==> src/rtl/aska_spi_regfile.sv <==
// ---------------------------------------------------------------------------
// aska_spi_regfile
//
// SPI mode-0 slave register file for the ASKA analog front-end configuration.
// The SPI pins are oversampled in the clk domain, so all logic runs on clk.
// A frame is {rw, idx[AW-2:0], data[DW-1:0]}, MSB first. Writes commit when
// chip select rises after exactly AW+DW bits. Reads return the addressed
// register on SPI_MISO during the data phase.
//
// Ports
//   clk        system clock (>= 8x SPI_Clk)
//   resetn     asynchronous reset, active low
//   SPI_CS     chip select, active low, asynchronous
//   SPI_Clk    SPI clock, MOSI sampled on rise, MISO driven on fall
//   SPI_MOSI   serial data in, MSB first
//   SPI_MISO   serial data out, MSB first, 0 when not reading
//   regs       register bank, reg k = regs[k*DW +: DW]
//   wr_strobe  one-clk pulse on bit k when reg k is updated
//   frame_err  one-clk pulse when a frame is rejected
// ---------------------------------------------------------------------------
module aska_spi_regfile #(
    parameter int AW   = 8,
    parameter int DW   = 32,
    parameter int NREG = 4,
    parameter int SYNC = 2
) (
    input  logic               clk,
    input  logic               resetn,
    input  logic               SPI_CS,
    input  logic               SPI_Clk,
    input  logic               SPI_MOSI,
    output logic               SPI_MISO,
    output logic [NREG*DW-1:0] regs,
    output logic [NREG-1:0]    wr_strobe,
    output logic               frame_err
);

    localparam int IW = AW - 1;
    localparam int CW = $clog2(AW + DW + 2);
    localparam logic [CW-1:0] CNT_FULL  = CW'(AW + DW);
    localparam logic [CW-1:0] CNT_SAT   = CW'(AW + DW + 1);
    localparam logic [CW-1:0] CNT_ALAST = CW'(AW - 1);

    typedef enum logic [1:0] {
        IDLE,
        ADDR,
        WDATA,
        RDATA
    } state_t;

    state_t state_q, state_d;

    logic [SYNC-1:0]    csSync_q, sckSync_q, mosiSync_q;
    logic               csPrev_q, sckPrev_q;
    logic [CW-1:0]      count_q, count_d;
    logic [DW-1:0]      shift_q, shift_d;
    logic [IW-1:0]      idx_q, idx_d;
    logic [DW-1:0]      shadow_q, shadow_d;
    logic               miso_q, miso_d;
    logic [NREG*DW-1:0] regs_q, regs_d;
    logic [NREG-1:0]    strobe_q, strobe_d;
    logic               ferr_q, ferr_d;

    logic          csCur, sckCur, mosiCur;
    logic          csFall, csRise, sckRise, sckFall;
    logic [IW-1:0] addrIdx;
    logic          addrRw;
    logic          idxOk;

    // Synchroniser chains; CS idles high so its chain resets to 1.
    always_ff @(posedge clk or negedge resetn) begin
        if (!resetn) begin
            csSync_q   <= '1;
            sckSync_q  <= '0;
            mosiSync_q <= '0;
            csPrev_q   <= 1'b1;
            sckPrev_q  <= 1'b0;
        end else begin
            csSync_q   <= {csSync_q[SYNC-2:0], SPI_CS};
            sckSync_q  <= {sckSync_q[SYNC-2:0], SPI_Clk};
            mosiSync_q <= {mosiSync_q[SYNC-2:0], SPI_MOSI};
            csPrev_q   <= csSync_q[SYNC-1];
            sckPrev_q  <= sckSync_q[SYNC-1];
        end
    end

    assign csCur   = csSync_q[SYNC-1];
    assign sckCur  = sckSync_q[SYNC-1];
    assign mosiCur = mosiSync_q[SYNC-1];
    assign csFall  = !csCur && csPrev_q;
    assign csRise  = csCur && !csPrev_q;
    assign sckRise = sckCur && !sckPrev_q;
    assign sckFall = !sckCur && sckPrev_q;

    // After AW-1 captured bits the shift register holds rw and the upper
    // index bits; the live MOSI bit completes the index.
    assign addrRw  = shift_q[IW-1];
    assign addrIdx = {shift_q[IW-2:0], mosiCur};
    assign idxOk   = ({1'b0, idx_q} < AW'(NREG));

    always_ff @(posedge clk or negedge resetn) begin
        if (!resetn) begin
            state_q  <= IDLE;
            count_q  <= '0;
            shift_q  <= '0;
            idx_q    <= '0;
            shadow_q <= '0;
            miso_q   <= 1'b0;
            regs_q   <= '0;
            strobe_q <= '0;
            ferr_q   <= 1'b0;
        end else begin
            state_q  <= state_d;
            count_q  <= count_d;
            shift_q  <= shift_d;
            idx_q    <= idx_d;
            shadow_q <= shadow_d;
            miso_q   <= miso_d;
            regs_q   <= regs_d;
            strobe_q <= strobe_d;
            ferr_q   <= ferr_d;
        end
    end

    // Frame sequencing, bit capture, commit/reject and MISO shifting.
    always_comb begin
        state_d  = state_q;
        count_d  = count_q;
        shift_d  = shift_q;
        idx_d    = idx_q;
        shadow_d = shadow_q;
        miso_d   = miso_q;
        regs_d   = regs_q;
        strobe_d = '0;
        ferr_d   = 1'b0;

        if (csFall) begin
            count_d = '0;
            state_d = ADDR;
        end else if (csRise) begin
            state_d = IDLE;
            miso_d  = 1'b0;
            if (state_q != IDLE) begin
                if (count_q == CNT_FULL && idxOk) begin
                    if (state_q == WDATA) begin
                        for (int k = 0; k < NREG; k++) begin
                            if (idx_q == IW'(k)) begin
                                regs_d[k*DW +: DW] = shift_q;
                                strobe_d[k]        = 1'b1;
                            end
                        end
                    end
                end else begin
                    ferr_d = 1'b1;
                end
            end
        end else if (!csCur && state_q != IDLE) begin
            if (sckRise && count_q != CNT_SAT) begin
                count_d = count_q + CW'(1);
                if (count_q < CNT_FULL) begin
                    shift_d = {shift_q[DW-2:0], mosiCur};
                end
                if (state_q == ADDR && count_q == CNT_ALAST) begin
                    idx_d    = addrIdx;
                    state_d  = addrRw ? RDATA : WDATA;
                    shadow_d = '0;
                    for (int k = 0; k < NREG; k++) begin
                        if (addrIdx == IW'(k)) begin
                            shadow_d = regs_q[k*DW +: DW];
                        end
                    end
                end
            end
            if (sckFall && state_q == RDATA) begin
                miso_d   = shadow_q[DW-1];
                shadow_d = {shadow_q[DW-2:0], 1'b0};
            end
        end

        if (state_q != RDATA) begin
            miso_d = 1'b0;
        end
    end

    assign SPI_MISO  = miso_q;
    assign regs      = regs_q;
    assign wr_strobe = strobe_q;
    assign frame_err = ferr_q;

endmodule

==> config.mk <==
export PLATFORM = sky130hd
export DESIGN_NAME = aska_spi_regfile
export DESIGN_NICKNAME = d
export VERILOG_FILES = /design/src/rtl/aska_spi_regfile.sv
export SDC_FILE = /design/constraint.sdc
export NUM_CORES = 1
export LEC_CHECK = 0
export CAP_MARGIN = 15
export CORE_MARGIN = 2
export CORE_UTILIZATION = 60
export DETAILED_ROUTE_END_ITERATION = 8
export DONT_BUFFER_PORTS = 1
export PLACE_DENSITY = 0.76
export RECOVER_POWER = 25
export REMOVE_ABC_BUFFERS = 1
export SYNTH_ARGS = -nofsm -noshare
export SYNTH_HDL_FRONTEND = slang
export SYNTH_SLANG_ARGS = --single-unit
==> constraint.sdc <==
create_clock -name clk -period 4.9 [get_ports clk]
set_clock_uncertainty 0.2 [all_clocks]
set_input_delay 0.98 -clock clk [delete_from_list [all_inputs] [get_ports clk]]
set_output_delay 0.98 -clock clk [all_outputs]
set_load 0.05 [all_outputs]
# Yosys cells after proc, flatten, opt, wreduce, memory -nomap -nowiden
# Cells that the tools add are included.
# word_totals
register_bits	221
# op_classes
addsub	1
n_lt_le_gt_ge	2
n_eq_ne	15
mux	35
bitwise	2
reduce_logical	35
# ops
operator	n
2-to-1 mux 32 bit	7
== test 7 x 2 -> 1 bit (second input constant)	4
2-to-1 mux 6 bit	4
AND reduction 6 bit	4
2-to-1 mux 4 bit	5
AND reduction 5 bit	3
nonzero test 3 bit	5
== test 7 x 1 -> 1 bit (second input constant)	2
zero test 7 bit	2
2-to-1 mux 1 bit	14
2-to-1 mux 2 bit	5
nonzero test 2 bit	5
logical AND 1 bit	9
AND reduction 3 bit	3
< comparator 7 x 3 -> 1 bit (second input constant)	1
adder 6 x 1 -> 6 bit (second input constant)	1
== test 6 x 3 -> 1 bit (second input constant)	1
== test 6 bit (second input constant)	1
< comparator 6 bit (second input constant)	1
inequality test 6 bit (second input constant)	1
== test 2 bit (second input constant)	2
zero test 1 bit	4
inequality test 2 bit (second input constant)	2
== test 2 x 1 -> 1 bit (second input constant)	1
2 further kinds	3

# Depth between registers and ports, before layout
# depth
depth_word	8
ltp_mapped	8
mapped_depth_nobuf	6

# Least setup slack after synthesis
# Ideal clock, no wire load.
# synth_timing
path_kind	reg2reg
startpoint	register count_q[0]
endpoint	register regs_q[100] (netlist: regs[100])
setup_ns	0.125
arrival_time_ns	2.338
t_required_ns	4.575
slack_ns	2.237
stages_incl_launch_ff	9
n_path_buf	2
cell_sequence	dfrtp_1 inv_1 ha_1 or4b_1 or3_4 or3_1 buf_6 buf_8 mux2_4
# synth_between
elab_chain_cells	3
# synth_rtl
element	line	text
from (decl)	55	logic [CW-1:0] count_q, count_d;
from (signal assigned)	114	count_q <= count_d;
== test 6 bit	144	if (count_q == CNT_FULL && idxOk) begin
logical AND 1 bit	144	
AND reduction 6 bit (no source line)	n/a	
to (signal assigned)	119	regs_q <= regs_d;
to (decl)	60	logic [NREG*DW-1:0] regs_q, regs_d;
# Every way passes these cells.
# A chain may end at the register's enable or synchronous reset.

# Worst setup path in the final report
# layout_timing
startpoint	register count_q[0]
endpoint	register regs_q[124] (netlist: regs[124])
# The elaborated chain is that of the path after synthesis.

==> flow_metrics.tcl <==
set metrics [dict create \
    run_status "finished, violations left" \
    violations "hold timing" \
    grt_max_degree 222 \
    post_synth_mux_area_share_pct 31.88 \
    ant_nets 0 \
    register_area_mm2 0.005537 \
    worstMarginPinSlew_ns 1.179 \
    synthDistinctLibCells 45 \
    die_h_um 130.8 \
    drt-met1-wl_mm 8.237 \
    hold_ws_ns -0.01846 \
    grt_antenna_before_repair 0 \
    grt_pass1_vias 5622 \
    groute.usage.overall_pct 23.93 \
    synth_adder_area_share_pct 0.6487 \
    synth_edf_count 0 \
    root_buffer "clkbuf_16" \
    clockBufferDepth 3 \
    top_layer "met4" \
    drtIter0Drc 305 \
    gp_congestion 0.7869 \
    yosys_register_bits 221 \
    hold_path.class "primary input to asynchronous set/reset pin" \
    area_growth_syn_to_layout_pct 10.00 \
    die_area_mm2 0.01710 \
    final_util_pct 67.27 \
    fmax_mhz 304.9 \
    clock_sinks 221 \
    core_area_mm2 0.01577 \
    layout-drive-gt1-share_pct 46.35 \
    start_util_pct 61.16 \
    post-route-min-period_ns 3.279 \
    slew_headroom_pct 21.07 \
    diodes 0 \
    nFillCells 1083 \
    synth_area_leader_cell "dfrtp_1" \
    multi_input_area_mm2 0.003915 \
    synth_compound_area_share_pct 4.385 \
    drt-pass1-iter-count 4 \
    report.final.slew_viol_count 0 \
    die_w_um 130.8 \
    yosys.area_share.simple_pct 3.295 \
    synth.avg_cell_area_um2 15.89 \
    synthTopCellsByArea "dfrtp_1 57%, mux2_2 19%, mux4_2 7.5%, mux2_4 4.7%, a22o_1 2.9%" \
    h-tree-depth 1 \
    rsz0062_at_grt "no" \
    netlist_area_mm2 0.009644 \
    synth_top_area_share_pct 56.56 \
    ir_worst_vdd_mv 0.2966 \
    setup-violations-final 0 \
    via_per_inst 6.310 \
    routed_wl_mm 19.90 \
    drv_cap 0 \
    cts_setup_buffers 0 \
    wl_per_cell_um 23.89 \
    crit_arrival_ns 3.46 \
    yosysSeqAreaShare_pct 57.38 \
    startpoint_type "flip-flop" \
    row_count 46 \
    synth_top_family_by_area "multiplexers" \
    insertion_delay_ns 0.50 \
    final-hold-violation-count 4 \
    layout.nets 611 \
    crit_required_ns 5.08 \
    cellPowerDensity_mw_per_mm2 358.4 \
    synth-main-ff-cell "dfrtp_1" \
    cp-end-kind "flip-flop" \
    yosysWarnings 0 \
    critPathKind "flip-flop to flip-flop" \
    grt_pass1_wl_mm 31.65 \
    synth-xor-area-share_pct 0 \
    leakage_nw 5.147 \
    path_clk_slew_ns 0.06 \
    synthCells 607 \
    grt-ovfl-total 0 \
    fin_setup_tns_ns 0 \
    drc 0 \
    vias 5256 \
    place_hpwl_mm 12.06 \
    async_flop_share_pct 100.0 \
    port-buffer-count 0 \
    ios 139 \
    wl_met3_mm 1.365 \
    cts_resized 0 \
    cts_buffers 23 \
    cp_max_fo 32 \
    wl_met2_mm 9.806 \
    cts_tree "built" \
    fin_crit_sh_pct 66.93 \
]
cell families (layout without fill, tap and decap cells):
kind of cell / Yosys count / after routing
adders and majority gates: 5 / 5
and+or+nand+nor: 49 / 49
muxes: 231 / 231
AOI/OAI and AO/OA: 53 / 53
buffers and inverters: 48 / 58
DFF: 221 / 221
routing by layer:
layer	global-route usage, %	vias to the layer above
met5	0	-
met4	7.572	0
met3	5.619	37
met2	39.15	178
met1	32.22	2777
li1	-	2264
synth_stat cells (all sizes together) (2+ instances only):
cell    number
nand3        2
a22o        32
nor3b        2
or2          2
or3          2
dfrtp      218
a21oi        4
mux4        32
nor4b        3
nor2b        3
nor2         3
o21ai        6
nor4         3
mux2       199
buf         19
nor3         5
o311ai       4
inv         10
ha           5
dfstp        3
nand2       14
o31ai        2
clkbuf      19
nand4        3
flip-flops by register name, summed over array words and instances, names as in the netlist:
signal,count
idx_q,7
SPI_MISO,1
state_q,2
sckPrev_q,1
wr_strobe,4
count_q,6
shadow_q,32
regs,128
mosiSync_q,2
csSync_q,2
sckSync_q,2
csPrev_q,1
frame_err,1
shift_q,32
metrics by stage:
| stage | total power, mW | instance area [µm²] | setup WS, ns | instances |
|---|---|---|---|---|
| 2_1_floorplan | 2.019 | 9449 | 0.9537 | 569 |
| 3_3_place_gp | 2.087 | 9837 | 1.682 | 792 |
| 3_5_place_dp | 2.094 | 9837 | 1.614 | 792 |
| 4_1_cts | 3.835 | 10610 | 1.621 | 833 |
| 5_1_grt | 3.921 | 10610 | 1.480 | 833 |
| 6_report | 3.803 | 10610 | 1.621 | 833 |
worst max-delay path, stage by stage, from the launching register on:
cell and delay [ns]:
dfrtp_1 0.43, inv_1 0.08, ha_1 0.12, or4b_1 0.45, or3_4 0.40, or3_2 0.94, mux2_4 0.49
report_power, final:
part	switching [mW]	internal, mW
clock	0.692	1.05
sequential	0.0775	1.84
combinational	0.0800	0.0626
placed cells by master (no fill, tap or decap), types with 3 or more instances in the layout:
cell type | Yosys | routed
dfrtp_1 | 218 | 216
mux2_2 | 163 | 163
mux4_2 | 32 | 32
a22o_1 | 32 | 32
mux2_4 | 30 | 30
clkbuf_16 | 0 | 23
nand2_1 | 14 | 14
inv_1 | 10 | 10
clkbuf_8 | 0 | 9
mux2_1 | 6 | 6
o21ai_0 | 5 | 5
ha_1 | 5 | 5
buf_4 | 0 | 5
nor3_1 | 5 | 4
o311ai_0 | 4 | 4
a21oi_1 | 4 | 4
nor2_1 | 3 | 3
nor2b_1 | 3 | 3
nand4_1 | 3 | 3
clkbuf_1 | 19 | 3
clkinv_2 | 0 | 3
dfstp_2 | 3 | 3
final timing paths:
path | startpoint | endpoint | slack, ns | depth (start not counted)
min in group clk | mosiSync_q[0] | mosiSync_q[1] | 0.15 | 0
worst min register to register | mosiSync_q[0] | mosiSync_q[1] | 0.15 | 0
worst max register to register | count_q[0] | regs[124] | 1.62 | 6
worst max-delay path | count_q[0] | regs[124] | 1.62 | 6
worst min-delay path | resetn | sckPrev_q | -0.02 | 0
max in group asynchronous | resetn | csSync_q[0] | 4.05 | 0
final cells by class:
class / instances / share of cell area, %
multi-input cells: 338 / 36.90
well taps: 216 / 2.547
clock inverters: 6 / 0.5779
flip-flops and latches: 221 / 52.19
clock buffers: 35 / 6.699
inverters: 10 / 0.3538
repair buffers: 7 / 0.7312
Note: power is estimated with default switching activity, not from simulation.
